===== config.mk =====
export PLATFORM = sky130hd
export DESIGN_NAME = ksa_seq_arbiter_flat
export DESIGN_NICKNAME = d
export VERILOG_FILES = /design/src/rtl/ksa_seq_arbiter_if.sv /design/src/rtl/ksa_seq_arbiter.sv /design/src/flat_wrapper.sv
export SDC_FILE = /design/constraint.sdc
export NUM_CORES = 1
export LEC_CHECK = 0
export BUFFER_PORTS_ARGS = -buffer_cell sky130_fd_sc_hd__buf_2
export CAP_MARGIN = 30
export CORE_MARGIN = 2
export CORE_UTILIZATION = 56
export CTS_CLUSTER_DIAMETER = 50
export CTS_CLUSTER_SIZE = 30
export DETAILED_ROUTE_END_ITERATION = 6
export PLACE_DENSITY = 0.86
export SLEW_MARGIN = 10
export SYNTH_ARGS = -nofsm -noshare
export SYNTH_HDL_FRONTEND = slang
export SYNTH_SLANG_ARGS = --single-unit

===== constraint.sdc =====
create_clock -name clk -period 19.3 [get_ports clk]
set_clock_uncertainty 0.2 [all_clocks]
set_input_delay 1.93 -clock clk [delete_from_list [all_inputs] [get_ports clk]]
set_output_delay 1.93 -clock clk [all_outputs]
set_load 0.02 [all_outputs]

===== src/rtl/ksa_seq_arbiter_if.sv =====
// Request/response bundle for the shared 16-bit Kogge-Stone sequencer.
// The master side is the issue logic and result consumer; the slave side is the arbiter.
interface ksa_seq_arbiter_if #(
  parameter int WORDS = 4
);
  localparam int W = 16 * WORDS;

  logic         req0_valid;
  logic         req0_ready;
  logic [W-1:0] req0_a;
  logic [W-1:0] req0_b;
  logic         req0_sub;
  logic         req1_valid;
  logic         req1_ready;
  logic [W-1:0] req1_a;
  logic [W-1:0] req1_b;
  logic         req1_sub;
  logic         rsp_valid;
  logic         rsp_ready;
  logic         rsp_id;
  logic [W-1:0] rsp_sum;
  logic         rsp_cout;
  logic         rsp_ovf;

  modport master (
    output req0_valid, req0_a, req0_b, req0_sub,
    output req1_valid, req1_a, req1_b, req1_sub,
    output rsp_ready,
    input  req0_ready, req1_ready,
    input  rsp_valid, rsp_id, rsp_sum, rsp_cout, rsp_ovf
  );

  modport slave (
    input  req0_valid, req0_a, req0_b, req0_sub,
    input  req1_valid, req1_a, req1_b, req1_sub,
    input  rsp_ready,
    output req0_ready, req1_ready,
    output rsp_valid, rsp_id, rsp_sum, rsp_cout, rsp_ovf
  );
endinterface


===== src/rtl/ksa_seq_arbiter.sv =====
// Round-robin arbiter that runs WORDS x 16-bit add/sub operations through one
// 16-bit Kogge-Stone adder, one chunk per cycle with a registered inter-chunk carry.
module ksa_seq_arbiter #(
  parameter int WORDS = 4
) (
  input  logic            clk,
  input  logic            rst,
  ksa_seq_arbiter_if.slave bus
);
  localparam int W  = 16 * WORDS;
  localparam int KW = $clog2(WORDS);

  typedef enum logic [1:0] {IDLE, CALC, DONE} state_t;

  state_t        state;
  logic          last_grant;
  logic          grant;
  logic          grant_vld;
  logic [W-1:0]  a_reg;
  logic [W-1:0]  b_reg;
  logic          carry;
  logic [KW-1:0] k;
  logic [W-1:0]  sum_reg;
  logic          id_reg;
  logic          cout_reg;
  logic          ovf_reg;
  logic          valid_reg;
  logic [15:0]   a_chunk;
  logic [15:0]   b_chunk;
  logic [16:0]   ks_out;

  // Parallel-prefix 16-bit adder; cin is folded into bit 0's generate.
  function automatic logic [16:0] ksa16(input logic [15:0] x, input logic [15:0] y,
                                        input logic cin);
    logic [15:0] p0, g, p, gn, pn;
    p0   = x ^ y;
    g    = x & y;
    p    = p0;
    g[0] = g[0] | (p0[0] & cin);
    for (int d = 1; d < 16; d = d * 2) begin
      gn = g;
      pn = p;
      for (int i = d; i < 16; i++) begin
        gn[i] = g[i] | (p[i] & g[i-d]);
        pn[i] = p[i] & p[i-d];
      end
      g = gn;
      p = pn;
    end
    return {g[15], p0 ^ {g[14:0], cin}};
  endfunction

  always_comb begin
    grant_vld      = bus.req0_valid | bus.req1_valid;
    grant          = (bus.req0_valid && bus.req1_valid) ? ~last_grant : bus.req1_valid;
    bus.req0_ready = (state == IDLE) && grant_vld && !grant;
    bus.req1_ready = (state == IDLE) && grant_vld && grant;
    a_chunk        = a_reg[{k, 4'b0000} +: 16];
    b_chunk        = b_reg[{k, 4'b0000} +: 16];
    ks_out         = ksa16(a_chunk, b_chunk, carry);
  end

  always_ff @(posedge clk) begin
    if (rst) begin
      state      <= IDLE;
      last_grant <= 1'b1;
      valid_reg  <= 1'b0;
      id_reg     <= 1'b0;
      sum_reg    <= '0;
      cout_reg   <= 1'b0;
      ovf_reg    <= 1'b0;
    end else begin
      case (state)
        IDLE: begin
          if (grant_vld) begin
            a_reg      <= grant ? bus.req1_a : bus.req0_a;
            b_reg      <= grant ? (bus.req1_sub ? ~bus.req1_b : bus.req1_b)
                                : (bus.req0_sub ? ~bus.req0_b : bus.req0_b);
            carry      <= grant ? bus.req1_sub : bus.req0_sub;
            id_reg     <= grant;
            last_grant <= grant;
            k          <= '0;
            state      <= CALC;
          end
        end
        // One chunk per cycle; the only inter-chunk carry path is the carry register.
        CALC: begin
          sum_reg[{k, 4'b0000} +: 16] <= ks_out[15:0];
          carry <= ks_out[16];
          k     <= k + 1'b1;
          if (k == KW'(WORDS - 1)) begin
            cout_reg  <= ks_out[16];
            ovf_reg   <= (a_reg[W-1] == b_reg[W-1]) && (ks_out[15] != a_reg[W-1]);
            valid_reg <= 1'b1;
            state     <= DONE;
          end
        end
        DONE: begin
          if (bus.rsp_ready) begin
            valid_reg <= 1'b0;
            state     <= IDLE;
          end
        end
        default: state <= IDLE;
      endcase
    end
  end

  assign bus.rsp_valid = valid_reg;
  assign bus.rsp_id    = id_reg;
  assign bus.rsp_sum   = sum_reg;
  assign bus.rsp_cout  = cout_reg;
  assign bus.rsp_ovf   = ovf_reg;
endmodule


===== src/flat_wrapper.sv =====
// flat-port wrapper written by rule: the top's interface ports become plain ports
module ksa_seq_arbiter_flat 
#(
  parameter int WORDS = 4
)
  (clk, rst, bus_req0_valid, bus_req0_a, bus_req0_b, bus_req0_sub, bus_req1_valid, bus_req1_a, bus_req1_b, bus_req1_sub, bus_rsp_ready, bus_req0_ready, bus_req1_ready, bus_rsp_valid, bus_rsp_id, bus_rsp_sum, bus_rsp_cout, bus_rsp_ovf);
  ksa_seq_arbiter_if #(.WORDS(WORDS)) bus_i ();
  input  logic clk;
  input  logic rst;
  input wire logic [$bits(bus_i.req0_valid)-1:0] bus_req0_valid;
  input wire logic [$bits(bus_i.req0_a)-1:0] bus_req0_a;
  input wire logic [$bits(bus_i.req0_b)-1:0] bus_req0_b;
  input wire logic [$bits(bus_i.req0_sub)-1:0] bus_req0_sub;
  input wire logic [$bits(bus_i.req1_valid)-1:0] bus_req1_valid;
  input wire logic [$bits(bus_i.req1_a)-1:0] bus_req1_a;
  input wire logic [$bits(bus_i.req1_b)-1:0] bus_req1_b;
  input wire logic [$bits(bus_i.req1_sub)-1:0] bus_req1_sub;
  input wire logic [$bits(bus_i.rsp_ready)-1:0] bus_rsp_ready;
  output wire logic [$bits(bus_i.req0_ready)-1:0] bus_req0_ready;
  output wire logic [$bits(bus_i.req1_ready)-1:0] bus_req1_ready;
  output wire logic [$bits(bus_i.rsp_valid)-1:0] bus_rsp_valid;
  output wire logic [$bits(bus_i.rsp_id)-1:0] bus_rsp_id;
  output wire logic [$bits(bus_i.rsp_sum)-1:0] bus_rsp_sum;
  output wire logic [$bits(bus_i.rsp_cout)-1:0] bus_rsp_cout;
  output wire logic [$bits(bus_i.rsp_ovf)-1:0] bus_rsp_ovf;
  assign bus_i.req0_valid = bus_req0_valid;
  assign bus_i.req0_a = bus_req0_a;
  assign bus_i.req0_b = bus_req0_b;
  assign bus_i.req0_sub = bus_req0_sub;
  assign bus_i.req1_valid = bus_req1_valid;
  assign bus_i.req1_a = bus_req1_a;
  assign bus_i.req1_b = bus_req1_b;
  assign bus_i.req1_sub = bus_req1_sub;
  assign bus_i.rsp_ready = bus_rsp_ready;
  assign bus_req0_ready = bus_i.req0_ready;
  assign bus_req1_ready = bus_i.req1_ready;
  assign bus_rsp_valid = bus_i.rsp_valid;
  assign bus_rsp_id = bus_i.rsp_id;
  assign bus_rsp_sum = bus_i.rsp_sum;
  assign bus_rsp_cout = bus_i.rsp_cout;
  assign bus_rsp_ovf = bus_i.rsp_ovf;
  ksa_seq_arbiter #(.WORDS(WORDS)) u_core (.clk(clk), .rst(rst), .bus(bus_i));
endmodule

==> results of run 1 <==
-- per-layer routing --
layer / global-route usage / part of all wire / vias up
met5: 0 / 0 / -
met4: 0.0849 / 0.025 / 0
met3: 0.0359 / 0.068 / 53
met2: 0.473 / 0.52 / 405
met1: 0.334 / 0.39 / 3947
li1: - / - / 3986
-- critical path, stage by stage --
cell	delay (ps)
buf_2	120
o21ai_0	510
nor2_1	70
buf_2	180
-- report_power, final --
group	total (W)	internal [W]	switching, W
registers	0.000502	0.000492	0.00000984
clock network	0.000402	0.000219	0.000183
logic	0.000293	0.000120	0.000172
-- cells in the mapped netlist (2+ instances only) --
| library cell | count | area [µm²] |
|---|---|---|
| edfxtp_1 | 131 | 3930 |
| nand2_1 | 89 | 334 |
| o21ai_0 | 84 | 420 |
| dfxtp_1 | 71 | 1420 |
| xnor2_1 | 71 | 622 |
| xor2_1 | 67 | 587 |
| mux2_2 | 64 | 721 |
| nor2_1 | 56 | 210 |
| a22oi_1 | 40 | 300 |
| clkbuf_1 | 36 | 135 |
| mux4_2 | 32 | 721 |
| a21oi_1 | 23 | 115 |
| ha_1 | 21 | 263 |
| buf_2 | 13 | 65.1 |
| nand3b_1 | 12 | 90.1 |
| buf_1 | 11 | 41.3 |
| nor3_1 | 11 | 55.1 |
| or3_1 | 10 | 62.6 |
| nand2b_1 | 6 | 37.5 |
| a21o_1 | 4 | 30.0 |
| a221o_1 | 4 | 40.0 |
| nand3_1 | 4 | 20.0 |
| a211o_1 | 3 | 26.3 |
| a31oi_1 | 3 | 18.8 |
| and2_1 | 3 | 18.8 |
| inv_1 | 3 | 11.3 |
| nor2b_1 | 3 | 18.8 |
| o311ai_0 | 3 | 26.3 |
| a211oi_1 | 2 | 15.0 |
| a211oi_2 | 2 | 25.0 |
| a21oi_2 | 2 | 17.5 |
| a41oi_1 | 2 | 17.5 |
| and3_1 | 2 | 12.5 |
| fa_1 | 2 | 40.0 |
| nand4_1 | 2 | 12.5 |
| o211ai_2 | 2 | 25.0 |
| o21a_1 | 2 | 15.0 |
| o21bai_1 | 2 | 15.0 |
| or2_2 | 2 | 12.5 |
-- path summary, 6_finish.rpt --
path                                                           from                                  end  slack (ps)
worst max-delay path                                 bus_req0_valid                       bus_req0_ready       14360
worst min-delay path            u_core.bus.rsp_sum[15]$_SDFFE_PP0P_  u_core.bus.rsp_sum[15]$_SDFFE_PP0P_         270
worst min register to register  u_core.bus.rsp_sum[15]$_SDFFE_PP0P_  u_core.bus.rsp_sum[15]$_SDFFE_PP0P_         270
worst max register to register            u_core.k[1]$_SDFFCE_PN0P_  u_core.bus.rsp_sum[42]$_SDFFE_PP0P_       14770
-- logic make-up after synthesis --
logic type / count (synthesis)
simple gates: 205
compound gates: 191
buf+inv: 64
flops: 202
mux: 96
xor+xnor: 138
fa+ha+maj: 23
-- layout make-up --
class | count | share of cell area
diodes | 3 | 0.000561
clock buffers | 24 | 0.0417
clock inverters | 12 | 0.0108
inverters | 3 | 0.000841
multi-input cells | 653 | 0.386
flip-flops and latches | 202 | 0.400
well taps | 234 | 0.0219
repair buffers | 345 | 0.139
-- stage by stage --
step | worst slack (ps) | area (µm²) | hold slack (ps)
detailed placement | 13670 | 12600 | 260
finish | 14360 | 13400 | 266
floorplan | 10820 | 10800 | 236
CTS | 13670 | 13300 | 267
global route | 14250 | 13400 | 312
global placement | 13720 | 12500 | 245
==> key figures, run 1 <==
Outcome
  – Status: completed

Pwr
  – PD cells: about 89 nW/µm²
  – Static leakage: 5.37 nW
  – Max IR drop VDD: 0.0000621 V
  – Power, Total: 0.00120 W

Clocking
  – Clock sink count: a little over 200
  – Clock-pin slew of the registers on the worst-case setup and hold paths: 60 ps
  – Post-cts sizing count: 0
  – H-tree levels: 1
  – Latest clock arrival within the worst-skew pair: roughly 500 ps
  – Post-CTS Hold Fix Bufs: 0
  – CTS Buffer Depth: 3
  – CTS Root Cell: clkbuf_16
  – CTS tree: yes
  – Total clock buffers created by CTS: 20
  – Setup Buffers After CTS: 0

Synth
  – Yosys cell types: 58
  – Seq cells post-synth: 202
  – Syn nets: 1,205
  – Post-Synth XOR/XNOR Area: 0.112
  – Seq/Total Area, Yosys: 0.498
  – Simple-gate share of the synthesized area: 0.0858
  – Post-synth EDFFs: roughly 130
  – Asr flop ratio synth: 0
  – Dominant synthesized flop cell: edfxtp_1
  – Mapped Area: ~11,000 µm²
  – Warnings, synthesis: 0
  – Mux share of post-synthesis cell area: 0.134
  – Largest family of logic cells by synthesized area: multiplexers
  – Synth Area in Compound Gates: 0.118
  – Syn avg cell area: 11.7 µm²
  – Synth Area in Adders: 0.0281
  – Synth Instances: 919

Floorplanning
  – Die footprint: between 20,000 and 25,000 µm²
  – Die H: 143 µm
  – Die W: 143 µm
  – Initial core utilization: 0.573
  – Row count: 50
  – I/O pin count: around 330
  – Core area: 18,800 µm²

Placed design
  – GP Congestion: ~0.90
  – DP Cell Count: between 1,000 and 1,500
  – DP Wirelength: approximately 21 mm
  – I/O Buffers: 332

Layout
  – Final nets: 1,511
  – Register area: 5360 µm²
  – Post-Route Utilization: 0.713
  – Layout cells sized above 1: 0.398
  – Commonest non-fill, non-tap cell in the layout: buf_2
  – # fillers: 1,267
  – Synth-to-Final Area Change: 24.4%
  – Non-filler cells, final: 1,476
  – Most frequent cells in the layout: buf_2, edfxtp_1, nand2_1
  – Area of the multi-input gates: about 5200 µm²

Min path
  – Hold depth: 2
  – Hold WC Path Type: register to register

Worst setup path
  – Reg2Reg Depth: 10
  – Critical path capture point type: primary output
  – Critical path required time: 17,170 ps
  – Critical path class: input port to primary output
  – Worst Path Max Fanout: 4
  – Worst setup SP type: input port
  – Critical path arrival: 2810 ps

Global route
  – Vias in the first global route: ~8,000
  – Total grt overflow: 0
  – Initial antenna violation count: 3
  – GR Util All Layers: 0.265
  – First-pass GRT wire length: 41.9 mm
  – Pin count of the biggest net entering global routing: 127

Drt
  – Post-Route WL: roughly 28 mm
  – Wire per inst: 19.1 µm
  – Drt pass-1 iters: 7
  – Remaining DRCs: 0
  – Vias: 8,391
  – Initial DRC count: 557
  – Via density: 5.68
  – Final ANT Viol Nets: 0

STA
  – Final hold vios: 0
  – Setup violators final: 0
  – Fmax: roughly 0.20 GHz
  – Slew Limit Fails: 0
  – Worst slew pin tran: 832 ps
  – Fin crit share: 0.256
  – RSZ-0062 raised after global routing: no
  – Final min period: 4940 ps
  – Slew HR: 0.443
  – Setup TNS: 0 ps

Flow run
  – Max Cap Viol: 0
No activity file was read; power rests on OpenSTA's default activity.
==> run 2, diff against run 1 <==
Settings changed: ABC_AREA set to 1, CORE_UTILIZATION 56 to 47, PLACE_DENSITY 0.86 to 0.77.
Clock period 19.3 ns to 4.05 ns, I/O delays scaled along.
==> key figures, run 2 <==
Global route
  – Pin count of the biggest net entering global routing: 71 (was 127)
  – Vias in the first global route: 10,100 (was 7,997)
  – First-pass GRT wire length: 51.5 mm (was 41.9 mm)
  – GR Util All Layers: 0.263 (was 0.265)
  – Initial antenna violation count: 2 (was 3)
  – Total grt overflow: 0 (unchanged)

Layout
  – Most frequent cells in the layout: nand2_1, buf_2, edfxtp_1 (was buf_2, edfxtp_1, nand2_1)
  – # fillers: 1,923 (was 1,267)
  – Final nets: 2,014 (was 1,511)
  – Commonest non-fill, non-tap cell in the layout: nand2_1 (was buf_2)
  – Layout cells sized above 1: 0.231 (was 0.398)
  – Synth-to-Final Area Change: 32.7% (was 24.4%)

Worst setup path
  – Reg2Reg Depth: 12 (was 10)
  – R2R Path End: u_core.bus.rsp_sum[22]$_SDFFE_PP0P_ (was u_core.bus.rsp_sum[42]$_SDFFE_PP0P_)
  – Critical path arrival: 3700 ps (was 2810 ps)
  – Critical path required time: 4300 ps (was 17,170 ps)
  – Critical path class: register to register (was input port to primary output)
  – Worst Path Max Fanout: 61 (was 4)
  – R2R Path Start: u_core.k[0]$_SDFFCE_PN0P_ (was u_core.k[1]$_SDFFCE_PN0P_)
  – Critical path capture point type: register (was primary output)
  – FF-to-FF setup slack: 600 ps (was 14,770 ps)
  – Worst setup SP type: register (was input port)

Drt
  – M1 WL: 14.1 mm (was 11.0 mm)
  – Wire per inst: 16.5 µm (was 19.1 µm)
  – Via density: 5.23 (was 5.68)
  – Post-Route WL: 34.0 mm (was 28.3 mm)
  – WL met3: 2.48 mm (was 1.92 mm)
  – Highest Signal Layer: met4 (unchanged)
  – Initial DRC count: 1,007 (was 557)
  – Remaining DRCs: 4 (was 0)
  – Final ANT Viol Nets: 0 (unchanged)
  – Routed wl met2: 16.2 mm (was 14.6 mm)
  – Drt pass-1 iters: 7 (unchanged)
  – Vias: 10,800 (was 8,391)

STA
  – Worst slew pin tran: 829 ps (was 832 ps)
  – Final hold vios: 0 (unchanged)
  – Slew HR: 0.443 (about the same)
  – Slew Limit Fails: 0 (unchanged)
  – Setup violators final: 0 (unchanged)
  – Fmax: approximately 0.29 GHz
  – Final min period: between 3000 and 4000 ps
  – RSZ-0062 raised after global routing: no (unchanged)
  – Setup TNS: 0 ps (unchanged)
  – Fin crit share: 0.852

Synth
  – Yosys cell types: 38 (was 58)
  – Syn nets: 1,632 (was 1,205)
  – Dominant synthesized flop cell: edfxtp_1 (unchanged)
  – Synth Instances: 1,346 (was 919)
  – Most frequent cell after synthesis: nand2_1 (was edfxtp_1)
  – Seq/Total Area, Yosys: 0.481 (was 0.498)
  – Synth top area cells: edfxtp_1, nand2_1, dfxtp_1 (was edfxtp_1, dfxtp_1, mux2_2)
  – Cell taking the most area after synthesis: edfxtp_1 (unchanged)
  – Area share of the largest cell type after synthesis: 0.353 (was 0.365)
  – Warnings, synthesis: 0 (unchanged)
  – Mapped Area: 11,100 µm² (was 10,800 µm²)
  – Post-synth top cells: nand2_1, edfxtp_1, o21ai_0 (was edfxtp_1, nand2_1, o21ai_0)
  – Asr flop ratio synth: 0 (unchanged)
  – Post-synth EDFFs: 131 (unchanged)
  – Syn avg cell area: 8.28 µm² (was 11.7 µm²)
  – Seq cells post-synth: 202 (unchanged)

Clocking
  – CTS Root Cell: clkbuf_16 (unchanged)
  – Post-cts sizing count: 0 (unchanged)
  – Clock-pin slew of the registers on the worst-case setup and hold paths: 80 ps (was 60 ps)
  – Clock sink count: 202 (unchanged)
  – H-tree levels: 1 (unchanged)
  – CTS tree: yes (unchanged)
  – CTS Buffer Depth: 3 (unchanged)
  – Total clock buffers created by CTS: 22 (was 20)
  – Setup Buffers After CTS: 0 (unchanged)
  – Latest clock arrival within the worst-skew pair: 520 ps (was 500 ps)

Floorplanning
  – Die W: 158 µm (was 143 µm)
  – Die footprint: 25,000 µm² (was 20,300 µm²)
  – Row count: 56 (was 50)
  – Initial core utilization: 0.476 (was 0.573)
  – Die H: 158 µm (was 143 µm)
  – I/O pin count: 333 (unchanged)
  – Core area: 23,400 µm² (was 18,800 µm²)

Flow run
  – Max Cap Viol: 0 (unchanged)

Pwr
  – PD cells: 408 nW/µm² (was 89.4 nW/µm²)
  – Power, Total: 0.00603 W (was 0.00120 W)
  – Static leakage: 6.56 nW (was 5.37 nW)
  – Max IR drop VDD: 0.000227 V (was 0.0000621 V)

Placed design
  – GP Congestion: 0.945 (was 0.896)
  – I/O Buffers: 332 (unchanged)
  – DP Wirelength: 23.5 mm (was 20.7 mm)

Min path
  – Hold endpoint: u_core.a_reg[55]$_DFFE_PP_ (was u_core.bus.rsp_sum[15]$_SDFFE_PP0P_)
  – Worst hold path startpoint: bus_req1_a[55] (was u_core.bus.rsp_sum[15]$_SDFFE_PP0P_)
  – Hold depth: 3 (was 2)
  – Hold WC Path Type: input port to register (was register to register)

Outcome
  – Failing checks: DRC
  – Status: finished with violations (was completed)
-- run 2: logic make-up after synthesis --
kind of cell	Yosys count	synth area share
compound gates	245	0.116
xor+xnor	135	0.106
fa+ha+maj	23	0.0272
buf+inv	139	0.0512
flops	202	0.481
simple gates	602	0.219
-- run 2: worst max path at each step --
stage | from | endpoint | slack [ps] | cells past startpoint
final | u_core.k[0]$_SDFFCE_PN0P_ | u_core.bus.rsp_sum[22]$_SDFFE_PP0P_ | 600 | 12
after global routing | u_core.k[0]$_SDFFCE_PN0P_ | u_core.bus.rsp_sum[24]$_SDFFE_PP0P_ | 450 | 14
after CTS | u_core.k[0]$_SDFFCE_PN0P_ | u_core.bus.rsp_sum[20]$_SDFFE_PP0P_ | 730 | 12
after detailed placement | u_core.k[0]$_SDFFCE_PN0P_ | u_core.bus.rsp_sum[20]$_SDFFE_PP0P_ | 750 | 12
after global placement | u_core.k[0]$_SDFFCE_PN0P_ | u_core.bus.rsp_sum[52]$_SDFFE_PP0P_ | 790 | 12
after floorplan | bus_req1_valid | u_core.a_reg[0]$_DFFE_PP_ | 670 | 3
-- run 2: layout make-up --
type                       count  area [µm²]  area share
sequential                   202        5360       0.362
multi-input combinational   1005        5230       0.354
timing repair buffer         442        2830       0.191
clock buffer                  25         593      0.0401
tap                          319         399      0.0270
inverter                      55         209      0.0141
clock inverter                14         170      0.0115
antenna                        2        5.00    0.000338
-- run 2: critical path, stage by stage (launching register included) --
cell and delay (ps):
edfxtp_1 390, buf_4 560, o21ai_0 230, o22ai_1 290, ha_1 340, nand2_1 110
inv_1 70, a21oi_1 160, nand2_1 140, xor2_1 330, and2_1 290, nand3_1 100
a21oi_1 150
-- run 2: through the flow --
step | setup WS (ps) | hold slack, ps | util | cells | area [µm²]
2_1_floorplan | 672 | 233 | - | 1346 | 11200
3_3_place_gp | 791 | 247 | 0.557 | 1927 | 13000
3_5_place_dp | 746 | 253 | 0.557 | 1927 | 13000
4_1_cts | 732 | 0.336 | 0.629 | 2060 | 14700
5_1_grt | 454 | 3.19 | 0.632 | 2064 | 14800
6_report | 598 | 11.2 | 0.632 | 2064 | 14800
-- run 2: metal layers --
metal	up-vias	track usage
met3	84	0.0422
met2	497	0.448
li1	5217	-
met4	0	0.0987
met5	-	0
met1	4999	0.339
-- run 2: timing repair --
| item | 4_1_cts | 5_1_grt |
|---|---|---|
| endpoints found under the setup margin | 0 | 0 |
| hold endpoints to repair | 51 | 0 |
| hold buffers | 94 | 0 |
-- run 2: power by group --
part | internal (W) | leakage [nW] | total (W) | switching [W]
clock network | 0.00117 | 0.374 | 0.00207 | 0.000908
registers | 0.00235 | 1.81 | 0.00239 | 0.0000455
logic | 0.000578 | 4.37 | 0.00156 | 0.000986
